## src/rtl/sa3_scheduler.sv

```systemverilog
`default_nettype none
// ============================================================================
// Module      : sa3_scheduler
// Description : Round-robin scheduler sharing one 3x3 systolic array between
//               two requesters. It holds the array active for a full pass,
//               captures the four results and runs a watchdog that aborts a
//               hung pass and raises a sticky error.
// Revision    : 1.0 - initial release
// ============================================================================
module sa3_scheduler #(
  parameter int TIMEOUT_CYCLES = 24,
  parameter int CNT_W          = 5
) (
  input  logic       clk,
  input  logic       rst,
  input  logic       req0,
  input  logic       req1,
  output logic       gnt0,
  output logic       gnt1,
  output logic       sel,
  output logic       active_sa3,
  output logic       sa_rst,
  input  logic       done_sa3,
  input  logic [7:0] c11,
  input  logic [7:0] c12,
  input  logic [7:0] c21,
  input  logic [7:0] c22,
  output logic [7:0] res_c11,
  output logic [7:0] res_c12,
  output logic [7:0] res_c21,
  output logic [7:0] res_c22,
  output logic       res_valid0,
  output logic       res_valid1,
  output logic       busy,
  output logic       err,
  input  logic       err_clr
);

  typedef enum logic [1:0] {
    ST_IDLE  = 2'd0,
    ST_RUN   = 2'd1,
    ST_DONE  = 2'd2,
    ST_ABORT = 2'd3
  } state_t;

  localparam logic [CNT_W-1:0] c_timeout = CNT_W'(TIMEOUT_CYCLES);
  localparam logic [CNT_W-1:0] c_one     = CNT_W'(1);

  state_t           r_state;
  logic [CNT_W-1:0] r_cnt;
  logic             r_last;
  logic             w_win;

  // Winner: the sole requester, or on a tie the one not granted last time.
  assign w_win = (req0 & req1) ? ~r_last : req1;

  // Scheduler FSM with all outputs registered; sel doubles as the job owner.
  always_ff @(posedge clk) begin
    if (rst) begin
      r_state    <= ST_IDLE;
      r_cnt      <= '0;
      r_last     <= 1'b1;
      gnt0       <= 1'b0;
      gnt1       <= 1'b0;
      sel        <= 1'b0;
      active_sa3 <= 1'b0;
      sa_rst     <= 1'b0;
      res_c11    <= 8'd0;
      res_c12    <= 8'd0;
      res_c21    <= 8'd0;
      res_c22    <= 8'd0;
      res_valid0 <= 1'b0;
      res_valid1 <= 1'b0;
      busy       <= 1'b0;
      err        <= 1'b0;
    end else begin
      // Clearing is the default; the ABORT branch below overrides it so that
      // a simultaneous set wins.
      if (err_clr) begin
        err <= 1'b0;
      end
      case (r_state)
        ST_IDLE: begin
          if (req0 | req1) begin
            r_state    <= ST_RUN;
            gnt0       <= ~w_win;
            gnt1       <= w_win;
            sel        <= w_win;
            active_sa3 <= 1'b1;
            busy       <= 1'b1;
            r_cnt      <= c_one;
            r_last     <= w_win;
          end
        end
        ST_RUN: begin
          if (done_sa3) begin
            r_state    <= ST_DONE;
            res_c11    <= c11;
            res_c12    <= c12;
            res_c21    <= c21;
            res_c22    <= c22;
            gnt0       <= 1'b0;
            gnt1       <= 1'b0;
            active_sa3 <= 1'b0;
            res_valid0 <= ~sel;
            res_valid1 <= sel;
          end else if (r_cnt == c_timeout) begin
            r_state    <= ST_ABORT;
            gnt0       <= 1'b0;
            gnt1       <= 1'b0;
            active_sa3 <= 1'b0;
            sa_rst     <= 1'b1;
          end else begin
            r_cnt <= r_cnt + c_one;
          end
        end
        ST_DONE: begin
          r_state    <= ST_IDLE;
          res_valid0 <= 1'b0;
          res_valid1 <= 1'b0;
          busy       <= 1'b0;
          r_cnt      <= '0;
        end
        ST_ABORT: begin
          r_state <= ST_IDLE;
          sa_rst  <= 1'b0;
          err     <= 1'b1;
          busy    <= 1'b0;
          r_cnt   <= '0;
        end
        default: begin
          r_state <= ST_IDLE;
        end
      endcase
    end
  end

endmodule
`default_nettype wire

```

## config.mk

```make
export PLATFORM = sky130hd
export DESIGN_NAME = sa3_scheduler
export DESIGN_NICKNAME = d
export VERILOG_FILES = /design/src/rtl/sa3_scheduler.sv
export SDC_FILE = /design/constraint.sdc
export NUM_CORES = 1
export LEC_CHECK = 0
export BUFFER_PORTS_ARGS = -buffer_cell sky130_fd_sc_hd__buf_2
export CORE_AREA = 4 4 61 77
export CTS_CLUSTER_SIZE = 14
export DETAILED_ROUTE_END_ITERATION = 10
export DIE_AREA = 0 0 65 81
export HOLD_SLACK_MARGIN = 0.03
export PLACE_DENSITY = 0.88
export SLEW_MARGIN = 5
export SYNTH_ARGS = -nofsm -noshare
export SYNTH_HDL_FRONTEND = slang
export SYNTH_SLANG_ARGS = --single-unit
```

## constraint.sdc

```tcl
create_clock -name clk -period 2.35 [get_ports clk]
set_input_delay 0.235 -clock clk [delete_from_list [all_inputs] [get_ports clk]]
set_output_delay 0.235 -clock clk [all_outputs]
set_load 0.05 [all_outputs]
```

---- Word-level counts from Yosys, hierarchy flattened ----
Index checks and enable logic that the tools add are counted.
storage, ports and cells
  flip-flop bits (word level) ............. 49
  latch bits .............................. 0
  RAM bits ................................ 0
  ROM bits ................................ 0
  bits of input ports ..................... 38
  word-level logic and storage cells ...... 74
  memories kept ........................... 0
cells by class
  add/subtract/negate cells ............... 1
  multiply operators ...................... 0
  divide/modulo/power cells ............... 0
  magnitude comparators ................... 0
  equality and inequality tests ........... 10
  shift-type cells ........................ 0
  mux-type cells .......................... 27
  bitwise logic cells ..................... 5
  reductions and logical operators ........ 15
operators with widths
  cell                   number
  $mux W5                3
  $pmux W5 S3            1
  $pmux W1 S2            7
  $mux W1                12
  $ne A2 B2 Y1 const B   5
  $reduce_and A2 Y1      5
  $reduce_bool A2 Y1     5
  $reduce_and A3 Y1      3
  $mux W2                3
  $pmux W2 S3            1
  $add A5 B1 Y5 const B  1
  $eq A5 B5 Y1 const B   1
  $eq A2 B2 Y1 const B   2
  $ne A3 B3 Y1 const B   1
  $not A1 Y1             3
  $eq A2 B1 Y1 const B   1
  $logic_not A2 Y1       1
  $reduce_or A2 Y1       1
  $and A1 B1 Y1          1
  $or A1 B1 Y1           1

---- Logic depth before layout (Yosys ltp) ----
Gate-level depths: netlist of run 1.
  word-level depth ........................ 5
  mapped depth ............................ 6
  depth with buffers taken out ............ 5

---- Least setup slack after synthesis of run 1 ----
OpenSTA, ideal clock, no wires.
  path type ............................... register -> register
  start ................................... register r_cnt[0]
  end ..................................... register r_cnt[0]
  library setup time ...................... 0.072 ns
  arrival time ............................ 1.273 ns
  slack ................................... 1.006 ns
  stages on the path, launching flop included .. 6
  buffers on the path ..................... 0
  cell sequence ........................... dfxtp_1 -> inv_1 -> ha_1 -> and4b_4 -> o221ai_4 -> mux2i_1
between the ends
  longest elaborated chain between the ends .. 4
RTL lines
  element                   line  RTL
  start: declaration        50    logic [CNT_W-1:0] r_cnt;
  start signal: assignment  91    r_cnt <= c_one;
  start signal: assignment  114   r_cnt <= r_cnt + c_one;
  $add A5 B1 Y5             114
  $mux W5                   107   end else if (r_cnt == c_timeout) begin
  $mux W5                   96    if (done_sa3) begin
  $pmux W5 S3               82    case (r_state)
Several ways; a longest one is shown, not always the timed one. The select of a mux whose other input is x is not followed.
A chain may end at the register's enable or synchronous reset.

---- Final worst setup path of run 1 ----
  start ................................... register r_state[0]
  end ..................................... register res_c12[6]
between the ends
  longest elaborated chain between the ends .. 2
RTL lines
  element                      line  RTL
  start: declaration           49    state_t r_state;
  start signal: assignment     60    r_state <= ST_IDLE;
  start signal: assignment     85    r_state <= ST_RUN;
  start signal: assignment     97    r_state <= ST_DONE;
  $eq A2 B1 Y1                 82
  $reduce_and A2 Y1 (no line)  --
  end signal: assignment       69    res_c12 <= 8'd0;
  end signal: assignment       99    res_c12 <= c12;
  end: declaration             29    output logic [7:0] res_c12,
No other way between the ends.

==> impl_metrics.py, run 1 <==
metrics = {
    "critical_path": {
        "setup.worst_path.end_class": "flop",
        "cp-startpoint": "r_state[0]",
        "crit_fanout": 32,
        "arrival_ps": 1730,
        "worst-setup-path-type": "reg2reg",
        "critPathSlowestCell": "dfxtp_1",
        "cpPeakStageDelay_ps": 660,
        "crit_path_start_kind": "flop",
        "path_buf_inv": 1,
        "timing.rr.start": "r_state[0]",
        "crit_family": "flip-flops",
        "crit_required_ps": 2560,
        "crit_chain": "and3b_1 > buf_4 > nand2_1 > a21oi_1",
    },
    "yosys": {
        "synth_area_leaders": "dfxtp_1 49%, nand2_1 13%, a21oi_1 10%, a211oi_2 1.9%, buf_4 1.9%",
        "yosys.area.top_type_share_pct": 49.3,
        "syn_area_per_cell_sq_um": 8.51,
        "ys_warn_count": 0,
        "synthArstFlopShare_pct": 0,
        "synth.distinct_cells": 38,
        "synth_edf_count": 0,
        "synthCells": 234,
        "ys_seq_elements": 49,
        "yosys.area.top_type": "dfxtp_1",
        "synth_flop_cell": "dfxtp_1",
        "ys_seq_area_share_pct": 49.3,
        "synth_area_sq_um": 1990,
        "syn_nets": 274,
    },
    "placement": {
        "gp_congestion": 0.821,
        "dp_hpwl_microns": 3290,
        "portBuffers": 78,
        "placed_cell_area_sq_um": 2380,
        "dp_slack_ps": 848,
    },
    "global_route": {
        "grt_max_degree": 53,
        "antenna_found_initial": 0,
        "grt_pass1_vias": 1637,
        "grt_usage_pct": 17.4,
        "grt_overflow_total": 0,
        "grt_pass1_wl_microns": 7280,
    },
    "drt": {
        "dr.pass1.iters": 4,
        "wire_per_inst_microns": 12.5,
        "wl_microns": 4510,
        "drtIter0Drc": 83,
        "drcViolationCount": 0,
        "vias": 1799,
        "final_antenna_net_count": 0,
        "viasPerCell": 4.97,
    },
    "sta": {
        "fin_tns_setup_ps": 0,
        "period_minus_slack_ps": 1520,
        "rsz0062_at_grt": "false",
        "finalCritPeriodShare_pct": 64.9,
        "fmax_mhz": 656,
        "layout_setup_ws_ps": 825,
        "finalHoldViolCount": 0,
        "slew_headroom_pct": 38.2,
        "skew_ps": 1.96,
        "setup_viol_count_final": 0,
        "tightest_slew_ps": 927,
        "maxSlewViolCount": 0,
    },
    "floorplan": {
        "row_count": 26,
        "start_util_pct": 49.7,
        "die_w_microns": 65,
        "ioPinCount": 79,
        "die_area_sq_um": 5270,
        "die_y_microns": 81,
        "coreArea_sq_um": 4000,
    },
    "min_path": {
        "min_from": "c21[4]",
        "min_path_type": "in2reg",
    },
    "clocking": {
        "cts_buffer_depth": 2,
        "cts_resized": 0,
        "cts_buffers": 5,
        "tritoncts": "yes",
        "cts-htree-levels": 2,
        "clock-root-buffer": "clkbuf_8",
        "cts_hold_buf": 0,
        "clkLatencyLatePin_ps": 290,
        "cts_setup_buffers": 0,
        "clkSinkCount": 49,
        "clkTransAtPathRegs_ps": 80,
    },
    "power_and_ir_drop": {
        "p_leak_nw": 1.09,
        "power.density_nw_per_um2": 739,
        "ir_drop_mv": 0.534,
    },
    "final_layout": {
        "final_common_cell": "buf_2",
        "stdcell_area_sq_um": 2490,
        "num_antenna_cells": 0,
        "final_cell_mix": "78 x buf_2, 70 x nand2_1, 49 x dfxtp_1",
        "drive_above_1_share_pct": 32.0,
        "syn2layout_area_growth_pct": 25.3,
        "fin_nets": 345,
    },
    "flow_run": {
        "maxCapViolations": 0,
    },
    "status": {
        "status": "finished, final reports clean",
    },
}
where the power goes:
part	total (mW)	internal, mW	switching, mW	leakage, nW
Clock	0.597	0.347	0.251	0.0585
Combinational	0.340	0.0994	0.241	0.636
Sequential	0.907	0.874	0.0337	0.400
synth_stat cells, types with 3 or more instances:
cell,instances
nand2_1,70
dfxtp_1,49
a21oi_1,40
buf_2,7
buf_4,5
inv_1,5
nand2b_1,5
nor2_1,5
o21ai_0,5
clkbuf_1,4
a211oi_2,3
nand3_1,3
worst register-to-register path, delay by kind of cell (launching register included):
kind	cells	cell delay, ps
DFF	1	660
and+or+nand+nor	2	340
buffers and inverters	1	300
AOI/OAI and AO/OA	1	150
through the flow:
step / hold slack, ps / cells / utilization (%) / total power, mW
after global placement: 439 / 354 / 59.4 / 1.26
after floorplan: 371 / 234 / - / 1.18
after detailed placement: 444 / 354 / 59.4 / 1.27
after CTS: 165 / 362 / 62.4 / 1.87
after global routing: 174 / 362 / 62.4 / 1.94
final: 173 / 362 / 62.4 / 1.84
flip-flops by register name (all words and copies together), names as in the netlist, 2 cells and up:
signal	flops
res_c12	8
res_c21	8
res_c11	8
r_state	2
res_c22	8
r_cnt	5
final cells by class:
class                   instances  area [sq um]
well taps                      56          70.1
fillers                       361          1510
repair buffers                 80           405
clock buffers                   7          86.3
clock inverters                 1          30.0
multi-input cells             164           903
flip-flops and latches         49           981
inverters                       5          18.8
final timing paths:
kind,endpoint,cells after the start,slack (ps)
worst max-delay path,res_c12[6],4,830
worst min register to register,res_c21[3],2,450
worst min-delay path,res_c21[4],3,170
worst max register to register,res_c12[6],4,830
logic make-up after synthesis:
kind of cell | synth area share (%)
simple gates | 22.8
compound gates | 20.9
flops | 49.3
buf+inv | 5.34
fa+ha+maj | 1.26
mux | 0.503
layer usage:
layer / wire length [microns] / part of all wire [%] / GRT usage (%)
met5: 0 / 0 / 0
met4: 63 / 1.4 / 5.92
met3: 265 / 5.9 / 4.43
met2: 2380 / 53 / 30.6
met1: 1800 / 40 / 20.5
Power figures use the tool's default switching activity.
==> run 2, diff against run 1 <==
- CORE_AREA: 4 4 61 77 -> 4 4 66 84
- DIE_AREA: 0 0 65 81 -> 0 0 70 88
- PLACE_DENSITY: 0.88 -> 0.79
- clock period: 2.35 -> 1.4 ns (I/O delays scaled with it)
==> run 2 against run 1 <==
Hold slack lost 100 ps. Register-to-register slack worse by 740 ps. Global-route usage fell by 3.2 points.
==> impl_metrics.py, run 2 (synthesis gave the netlist of run 1 again) <==
metrics = {
    "min_path": {
        "min_to": "res_c12[2]",
        "hold_path_depth": 3,
        "min_path_type": "in2reg",
        "min_from": "c12[2]",
    },
    "critical_path": {
        "crit_chain": "inv_1 > ha_2 > and4b_4 > o221ai_4 > mux2i_1",
        "worstReg2RegEnd": "r_cnt[0]",
        "timing.rr.start": "r_cnt[1]",
        "worst_r2r_path_depth": 5,
        "r2r_slack_ps": 90,
        "worst-setup-path-type": "reg2reg",
        "crit_required_ps": 1630,
        "critPathSlowestCell": "dfxtp_2",
        "crit_path_start_kind": "flop",
        "crit_family": "flip-flops",
        "path_buf_inv": 1,
        "cpPeakStageDelay_ps": 340,
        "arrival_ps": 1540,
        "setup.worst_path.end_class": "flop",
        "crit_fanout": 5,
    },
    "global_route": {
        "antenna_found_initial": 0,
        "grt_max_degree": 33,
        "grt_pass1_vias": 1690,
        "grt_usage_pct": 14.2,
        "grt_pass1_wl_microns": 7200,
        "grt_overflow_total": 0,
    },
    "sta": {
        "tightest_slew_ps": 393,
        "fin_tns_setup_ps": 0,
        "slew_headroom_pct": 73.7,
        "maxSlewViolCount": 0,
        "finalCritPeriodShare_pct": 93.6,
        "fmax_mhz": 763,
        "period_minus_slack_ps": 1310,
        "finalHoldViolCount": 0,
        "rsz0062_at_grt": "false",
        "skew_ps": 5.21,
        "layout_setup_ws_ps": 90.2,
        "setup_viol_count_final": 0,
    },
    "floorplan": {
        "row_count": 28,
        "start_util_pct": 42.4,
        "coreArea_sq_um": 4690,
        "die_w_microns": 70,
        "ioPinCount": 79,
        "die_area_sq_um": 6160,
        "die_y_microns": 88,
    },
    "clocking": {
        "cts-htree-levels": 2,
        "cts_setup_buffers": 0,
        "cts_buffers": 5,
        "clkSinkCount": 49,
        "clock-root-buffer": "clkbuf_8",
        "tritoncts": "yes",
        "cts_buffer_depth": 2,
        "clkTransAtPathRegs_ps": 90,
        "clkLatencyLatePin_ps": 300,
    },
    "power_and_ir_drop": {
        "sw_frac_of_total_pct": 31.8,
        "p_leak_nw": 1.12,
        "p_sw_uw": 937,
        "combinationalPowerShare_pct": 20.5,
        "power.internal_mw": 2.01,
        "ir_drop_mv": 0.713,
        "power_frac_clock_pct": 28.2,
        "power.density_nw_per_um2": 1160,
        "p_seq_share_pct": 51.3,
    },
    "final_layout": {
        "fillers": 464,
        "fin_nets": 352,
        "multi_input_area_sq_um": 906,
        "seq_area_sq_um": 983,
        "final_cell_mix": "78 x buf_2, 70 x nand2_1, 47 x dfxtp_1",
        "drive_above_1_share_pct": 34.8,
        "num_antenna_cells": 0,
        "syn2layout_area_growth_pct": 28.0,
        "final_common_cell": "buf_2",
    },
    "drt": {
        "drcViolationCount": 0,
        "vias": 1821,
        "drtIter0Drc": 60,
        "viasPerCell": 4.88,
        "wl_microns": 4480,
        "final_antenna_net_count": 0,
        "dr.pass1.iters": 4,
        "wire_per_inst_microns": 12.0,
    },
    "flow_run": {
        "maxCapViolations": 0,
    },
    "placement": {
        "dp_slack_ps": 34.2,
        "portBuffers": 78,
        "gp_congestion": 0.799,
        "dp_hpwl_microns": 3350,
    },
    "status": {
        "status": "finished, final reports clean",
    },
}
==> run 2: cell count changes in the layout (fill, tap and decap cells not counted), sizes merged <==
cell,before,now
bufinv,1,0
clkinv,0,1
inv,5,6
clkbuf,7,5
clkinvlp,0,1
buf,80,87
==> run 2: layer usage <==
| metal | vias to the layer above | global-route usage, % | routed length (microns) |
|---|---|---|---|
| met5 | - | 0 | 0 |
| met4 | 0 | 6.27 | 63 |
| met3 | 6 | 3.90 | 296 |
| met2 | 55 | 25.7 | 2210 |
| met1 | 816 | 15.4 | 1910 |
| li1 | 944 | - | - |
==> run 2: worst reg2reg max path, stage by stage (launching register included) <==
cell and delay [ps]:
dfxtp_2 340, inv_1 60, ha_2 180, and4b_4 200, o221ai_4 250, mux2i_1 220
==> run 2: repair_timing <==
action	4_1_cts	5_1_grt
resized for setup	0	4
endpoints found under the setup margin	0	22
hold buffers	0	0
==> run 2: worst max-delay path by stage <==
stage	endpoint	slack (ps)	cells past startpoint	startpoint
3_3_place_gp	r_cnt[0]	80	5	r_cnt[1]
2_1_floorplan	r_cnt[0]	60	5	r_cnt[0]
4_1_cts	r_cnt[0]	1	5	r_cnt[1]
6_report	r_cnt[0]	90	5	r_cnt[1]
5_1_grt	gnt0	5	3	r_state[1]
3_5_place_dp	r_cnt[0]	30	5	r_cnt[1]
==> run 2: power groups by stage <==
stage	Sequential [mW]	Clock, mW	Combinational (mW)
floorplan	1.75	0	0.232
global placement	1.54	0	0.600
detailed placement	1.54	0	0.606
CTS	1.51	0.873	0.608
global route	1.52	0.916	0.655
finish	1.51	0.832	0.605
==> run 2: stage by stage <==
stage | hold WS (ps) | cells | util (%) | power, mW | instance area (sq um)
final | 68.4 | 373 | 54.3 | 2.95 | 2550
after global routing | 60.8 | 373 | 54.3 | 3.09 | 2550
after CTS | 57.3 | 373 | 54.1 | 2.99 | 2540
after detailed placement | 387 | 365 | 52.2 | 2.15 | 2450
after global placement | 379 | 365 | 52.2 | 2.14 | 2450
after floorplan | 276 | 234 | - | 1.98 | 1990
==> run 2: cell type report <==
class,count,share of cell area (%)
Clock buffer,5,2.70
Inverter,5,0.737
Timing Repair Buffer,87,18.6
Tap cell,60,2.95
Clock inverter,3,0.835
Sequential cell,49,38.6
Multi-Input combinational cell,164,35.6
